===== src/rtl/fft_pkg.sv =====
// Shared types and constants for the FFT final-stage controllers.
// Bin/group geometry and the denorm scheduler state encoding.
package fft_pkg;

  localparam int N_POINTS  = 512;
  localparam int GRP_SIZE  = 16;
  localparam int NUM_GRP   = N_POINTS / GRP_SIZE;
  localparam int GRP_IDX_W = $clog2(NUM_GRP);

  typedef enum logic [1:0] {IDLE, WAIT, BURST, DONE} denorm_state_t;

  // Group index advance; wraps only after the final group of a frame.
  function automatic logic [GRP_IDX_W-1:0] grp_next(input logic [GRP_IDX_W-1:0] idx);
    if (idx == GRP_IDX_W'(NUM_GRP - 1)) begin
      return '0;
    end
    return idx + 1'b1;
  endfunction

endpackage


===== src/rtl/fft_lat_timer.sv =====
// Loadable down-counter with zero flag, shared by the FFT stage controllers.
// expire_o flags the decrement that takes the count from 1 to 0.
module fft_lat_timer #(
  parameter int W = 8
) (
  input  logic         clk,
  input  logic         rstn,
  input  logic         load_i,
  input  logic [W-1:0] load_val_i,
  input  logic         dec_i,
  output logic         zero_o,
  output logic         expire_o
);

  logic [W-1:0] cnt_q;
  logic [W-1:0] cnt_d;

  always_comb begin
    cnt_d = cnt_q;
    if (load_i) begin
      cnt_d = load_val_i;
    end else if (dec_i && (cnt_q != '0)) begin
      cnt_d = cnt_q - 1'b1;
    end
  end

  always_ff @(posedge clk or negedge rstn) begin
    if (!rstn) begin
      cnt_q <= '0;
    end else begin
      cnt_q <= cnt_d;
    end
  end

  assign zero_o   = (cnt_q == '0);
  assign expire_o = dec_i && !load_i && (cnt_q == W'(1));

endmodule


===== src/rtl/fft_denorm_sched.sv =====
// Frame scheduler for the final FFT stage denormalization: launch, latency wait, group burst.
// Define FFT_DENORM_STALL_EN to add the out_ready backpressure port.
module fft_denorm_sched
  import fft_pkg::*;
#(
  parameter int PIPE_LAT = 25,
  parameter int CNT_W    = 16
) (
  input  logic                 clk,
  input  logic                 rstn,
  input  logic                 valid_in,
  input  logic                 clear,
`ifdef FFT_DENORM_STALL_EN
  input  logic                 out_ready,
`endif
  output logic                 in_ready,
  output logic                 idx_load,
  output logic                 busy,
  output logic                 grp_en,
  output logic [GRP_IDX_W-1:0] grp_idx,
  output logic                 grp_last,
  output logic                 frame_done,
  output logic [CNT_W-1:0]     frame_cnt,
  output logic                 overrun
);

  localparam logic [GRP_IDX_W-1:0] GRP_LAST = GRP_IDX_W'(NUM_GRP - 1);
  localparam logic [7:0]           LAT_LOAD = 8'(PIPE_LAT - 1);

  denorm_state_t        state_q, state_d;
  logic                 pend_q, pend_d;
  logic [GRP_IDX_W-1:0] grp_idx_q, grp_idx_d;
  logic [CNT_W-1:0]     frame_cnt_q, frame_cnt_d;
  logic                 overrun_q, overrun_d;
  logic                 idx_load_q, grp_en_q, busy_q, frame_done_q;
  logic                 rdy, xfer, launch, drop;
  logic                 tmr_zero, tmr_expire;

`ifdef FFT_DENORM_STALL_EN
  assign rdy = out_ready;
`else
  assign rdy = 1'b1;
`endif

  assign xfer = grp_en_q && rdy;

  fft_lat_timer #(
    .W(8)
  ) u_lat_timer (
    .clk       (clk),
    .rstn      (rstn),
    .load_i    (launch),
    .load_val_i(LAT_LOAD),
    .dec_i     (state_q == WAIT),
    .zero_o    (tmr_zero),
    .expire_o  (tmr_expire)
  );

  always_comb begin
    state_d   = state_q;
    pend_d    = pend_q;
    grp_idx_d = grp_idx_q;
    launch    = 1'b0;
    drop      = 1'b0;
    case (state_q)
      IDLE: begin
        // A held frame goes first; a same-cycle valid_in takes its place.
        if (pend_q) begin
          launch = 1'b1;
          pend_d = valid_in;
        end else if (valid_in) begin
          launch = 1'b1;
        end
        if (launch) begin
          state_d = WAIT;
        end
      end
      WAIT: begin
        if (tmr_expire || tmr_zero) begin
          state_d = BURST;
        end
      end
      BURST: begin
        if (xfer) begin
          grp_idx_d = grp_next(grp_idx_q);
          if (grp_idx_q == GRP_LAST) begin
            state_d = DONE;
          end
        end
      end
      DONE: begin
        state_d = IDLE;
      end
      default: begin
        state_d = IDLE;
      end
    endcase

    if ((state_q != IDLE) && valid_in) begin
      if (!pend_q) begin
        pend_d = 1'b1;
      end else begin
        drop = 1'b1;
      end
    end
  end

  // Clear beats a completing frame; a drop beats clear.
  always_comb begin
    frame_cnt_d = frame_cnt_q;
    if (clear) begin
      frame_cnt_d = '0;
    end else if (state_q == DONE) begin
      frame_cnt_d = frame_cnt_q + 1'b1;
    end
    overrun_d = overrun_q;
    if (drop) begin
      overrun_d = 1'b1;
    end else if (clear) begin
      overrun_d = 1'b0;
    end
  end

  always_ff @(posedge clk or negedge rstn) begin
    if (!rstn) begin
      state_q      <= IDLE;
      pend_q       <= 1'b0;
      grp_idx_q    <= '0;
      frame_cnt_q  <= '0;
      overrun_q    <= 1'b0;
      idx_load_q   <= 1'b0;
      grp_en_q     <= 1'b0;
      busy_q       <= 1'b0;
      frame_done_q <= 1'b0;
    end else begin
      state_q      <= state_d;
      pend_q       <= pend_d;
      grp_idx_q    <= grp_idx_d;
      frame_cnt_q  <= frame_cnt_d;
      overrun_q    <= overrun_d;
      idx_load_q   <= launch;
      grp_en_q     <= (state_d == BURST);
      busy_q       <= (state_d != IDLE);
      frame_done_q <= (state_d == DONE);
    end
  end

  assign in_ready   = ~pend_q;
  assign idx_load   = idx_load_q;
  assign busy       = busy_q;
  assign grp_en     = grp_en_q;
  assign grp_idx    = grp_idx_q;
  assign grp_last   = grp_en_q && (grp_idx_q == GRP_LAST);
  assign frame_done = frame_done_q;
  assign frame_cnt  = frame_cnt_q;
  assign overrun    = overrun_q;

endmodule


===== config.mk =====
export PLATFORM = sky130hd
export DESIGN_NAME = fft_denorm_sched
export DESIGN_NICKNAME = d
export VERILOG_FILES = /design/src/rtl/fft_pkg.sv /design/src/rtl/fft_lat_timer.sv /design/src/rtl/fft_denorm_sched.sv
export SDC_FILE = /design/constraint.sdc
export NUM_CORES = 1
export LEC_CHECK = 0
export ABC_CLOCK_PERIOD_IN_PS = 1800
export CAP_MARGIN = 5
export CORE_ASPECT_RATIO = 1.25
export CORE_MARGIN = 4
export CORE_UTILIZATION = 47
export DETAILED_ROUTE_END_ITERATION = 8
export PLACE_DENSITY = 0.75
export SLEW_MARGIN = 20
export SYNTH_ARGS = -nofsm -noshare
export SYNTH_HDL_FRONTEND = slang
export SYNTH_SLANG_ARGS = --single-unit
export TNS_END_PERCENT = 20

===== constraint.sdc =====
create_clock -name clk -period 1.8 [get_ports clk]
set_input_delay 0.18 -clock clk [delete_from_list [all_inputs] [get_ports clk]]
set_output_delay 0.18 -clock clk [all_outputs]
set_load 0.03 [all_outputs]

==> impl_results.md <==
- Register cell area after layout: 927 um^2
- Setup TNS: 0 ns
- Core Area: 0.00357 mm^2
- Final Wtd Congestion: 0.843
- Die ar.: 0.00486 mm^2
- Layout Skew: 0.00656 ns
- Hpwl dp: 2.82 mm
- Dpl cells: 258
- Fin. Hold Viols: 0
- P per Cell Area: 645 mW/mm^2
- Post-Syn Nets: 191
- Simple-gate area share of the yosys netlist: 23.2%
- Root Buffer: clkbuf_8
- Initial core utilization: 50.0%
- Relative slew slack: 69.8%
- Most frequent cell after synthesis: dfrtp_1
- Number of synthesized flops with an enable pin: 0
- Row cnt: 24
- Seq/Total Area, Yosys: 51.8%
- Fin cells: 266
- Capture point of the worst reg-to-reg path: state_q[0]
- Cell accounting for the most synthesized area: dfrtp_1
- R2r startpoint: grp_idx[0]
- Layout cells sized above 1: 11.5%
- RSZ-0062 raised after global routing: false
- CTS sink cnt: 37
- Worst slack at placement: -0.114 ns
- Peak VDD IR: 0.000707 V
- Lkg Pwr: 0.991 nW
- # DRC: 0
- Xor-xnor portion of the synthesized cell area: 8.82%
- Final Util: 64.9%
- ANT nets after route: 0
- WL/cell: 14.1 um
- Commonest cells in the netlist: 37 x dfrtp_1, 22 x nor2_1, 16 x nand2_1
- Slew Viols, Final: 0
- Crit path max fanout: 2
- 1st-pass router iterations: 7
- Min Hold Slack: 0.304 ns
- Starting DRT DRC Count: 75
- Clock buffer depth: 2
- Ys async rst share: 100%
- CTS tree: yes
- Crit end category: output pin
- Via/cell ratio: 5.56
- Slew @ Worst Pin: 0.454 ns
- Cell area after layout: 0.00232 mm^2
- Crit path required time: 1.62 ns
- Mapped Cells: 181
- Clock Pin Slew Worst Setup and Hold Paths: 0.06 ns
- Number of I/O pins: 32
- Global-route wire length before repair: 6.67 mm
- Fin crit period: 1.75 ns
- Total GRT Usage: 17.3%
- Worst min path class: in -> async
- Yosys cell types: 37
- Clock Latency Late Sink: 0.29 ns
- Critical Path Start: grp_idx[0]
- Number of global-route vias before repair: 1,508
- Grt ovf: 0
- Syn Area/Cell: 9.88 um^2
- F_max: 571 MHz
- Final setup viols: 0
- Die width: 63.2 um
- Critical Path Source Type: flop
- Yosys top cell area share: 51.8%
- Setup WS post-layout: 0.0491 ns
- Fillers: 319
- Area grow syn2layout: 29.7%
- Outcome: completed
- Setup Crit Path Kind: reg -> out
- #FFs+latches synth: 37
- IO Port Bufs: 31
- Top FF cell, synth: dfrtp_1
- Setup Fix Bufs, Post-CTS: 0
- Area of the multi-input gates: 807 um^2
- Post-DP Area: 0.00221 mm^2
- Syn. warnings: 0
- Hold buffer count at CTS: 0
- Worst Reg2Reg Path Length in Cells: 8
- Compound-gate portion of the synthesized area: 8.12%
- Worst setup path end: grp_last
- Initial antenna violation count: 0
- Synth top area cells: dfrtp_1 52%, xnor2_1 5.9%, nor2_1 4.6%, ha_1 4.2%, nand2_1 3.4%
- Largest net degree at the start of global routing: 38
- ANT cells: 0
- R2r setup slk: 0.09 ns
- CP arrival: 1.57 ns
- Die Y: 77.0 um
- Max_cap viols: 0
- Largest family of logic cells by synthesized area: simple AND/OR/NAND/NOR gates
- CTS Buf Count: 5
- Routed vias: 1,479
- Adder-cell share of the synthesized area: 4.20%
- Syn Std Cell Area: 0.00179 mm^2
- H-Tree Depth: 2
- Routed wire length: 3.74 mm
- Post-synthesis mux area share: 0.560%
- Design Power: 1.50 mW
- # nets final: 236
- Final worst-path cycle share: 97.3%
-- final cells by class --
type                            count  share of cell area [%]
Tap cell                           39                    2.10
Clock inverter                      1                   0.216
Timing Repair Buffer               42                    17.0
Inverter                           11                    1.78
Clock buffer                        7                    4.15
Multi-Input combinational cell    129                    34.8
Sequential cell                    37                    40.0
-- critical path: stages, from the launching register on --
cell and delay (ns):
dfrtp_2 0.41, ha_2 0.18, and3_1 0.18, ha_1 0.19, and2_2 0.18, buf_6 0.14
-- report_power, final --
part / internal [mW] / switching [mW] / total, mW / leakage, nW
clock network: 0.346 / 0.278 / 0.624 / 0.0542
registers: 0.833 / 0.000869 / 0.834 / 0.472
logic: 0.0125 / 0.0265 / 0.0389 / 0.465
-- routing by layer --
| layer | share of wire, % | vias to the layer above | GRT usage (%) |
|---|---|---|---|
| met5 | 0 | - | 0 |
| met2 | 53 | 42 | 30.9 |
| met3 | 5.1 | 9 | 3.51 |
| met1 | 39 | 712 | 18.9 |
| li1 | - | 716 | - |
| met4 | 2.2 | 0 | 9.05 |
-- cell families (layout without fill, tap and decap cells) --
| logic type | Yosys count | in the layout |
|---|---|---|
| compound gates | 24 | 24 |
| xor+xnor | 18 | 18 |
| fa+ha+maj | 6 | 6 |
| buf+inv | 15 | 61 |
| flops | 37 | 37 |
| mux | 1 | 1 |
| simple gates | 80 | 80 |
-- registers in the layout, summed over array words and instances, names as in the netlist --
register / cells
u_lat_timer.cnt_q: 8
state_q: 2
pend_q: 1
overrun: 1
grp_en: 1
frame_cnt: 16
frame_done: 1
grp_idx: 5
busy: 1
idx_load: 1
-- layout by cell type (no fill, tap or decap), types with 4 or more instances in the layout --
cell type,instances
clkdlybuf4s50_1,30
nor2_1,22
nor3_1,7
a21o_1,4
nor4_1,5
xor2_1,6
inv_1,10
clkbuf_8,7
buf_4,11
ha_1,5
nand3_1,8
nand4_1,5
a21oi_1,9
xnor2_1,12
nand2_1,16
dfrtp_1,36
o21ai_0,5
-- worst min-delay path by stage --
| stage | start | depth (start not counted) | slack [ns] | end |
|---|---|---|---|---|
| finish | rstn | 2 | 0.30 | frame_cnt[9] |
| global route | rstn | 2 | 0.35 | u_lat_timer.cnt_q[5] |
| CTS | rstn | 2 | 0.32 | state_q[1] |
| detailed placement | overrun | 1 | 0.48 | overrun |
| global placement | overrun | 1 | 0.48 | overrun |
| floorplan | rstn | 0 | -0.12 | busy |
-- repair_timing --
| action | in CTS | in global routing |
|---|---|---|
| setup endpoints to repair | 1 | 2 |
| gates resized for setup | 7 | 1 |
| gates cloned | 0 | 0 |
No activity file was read; power rests on OpenSTA's default activity.
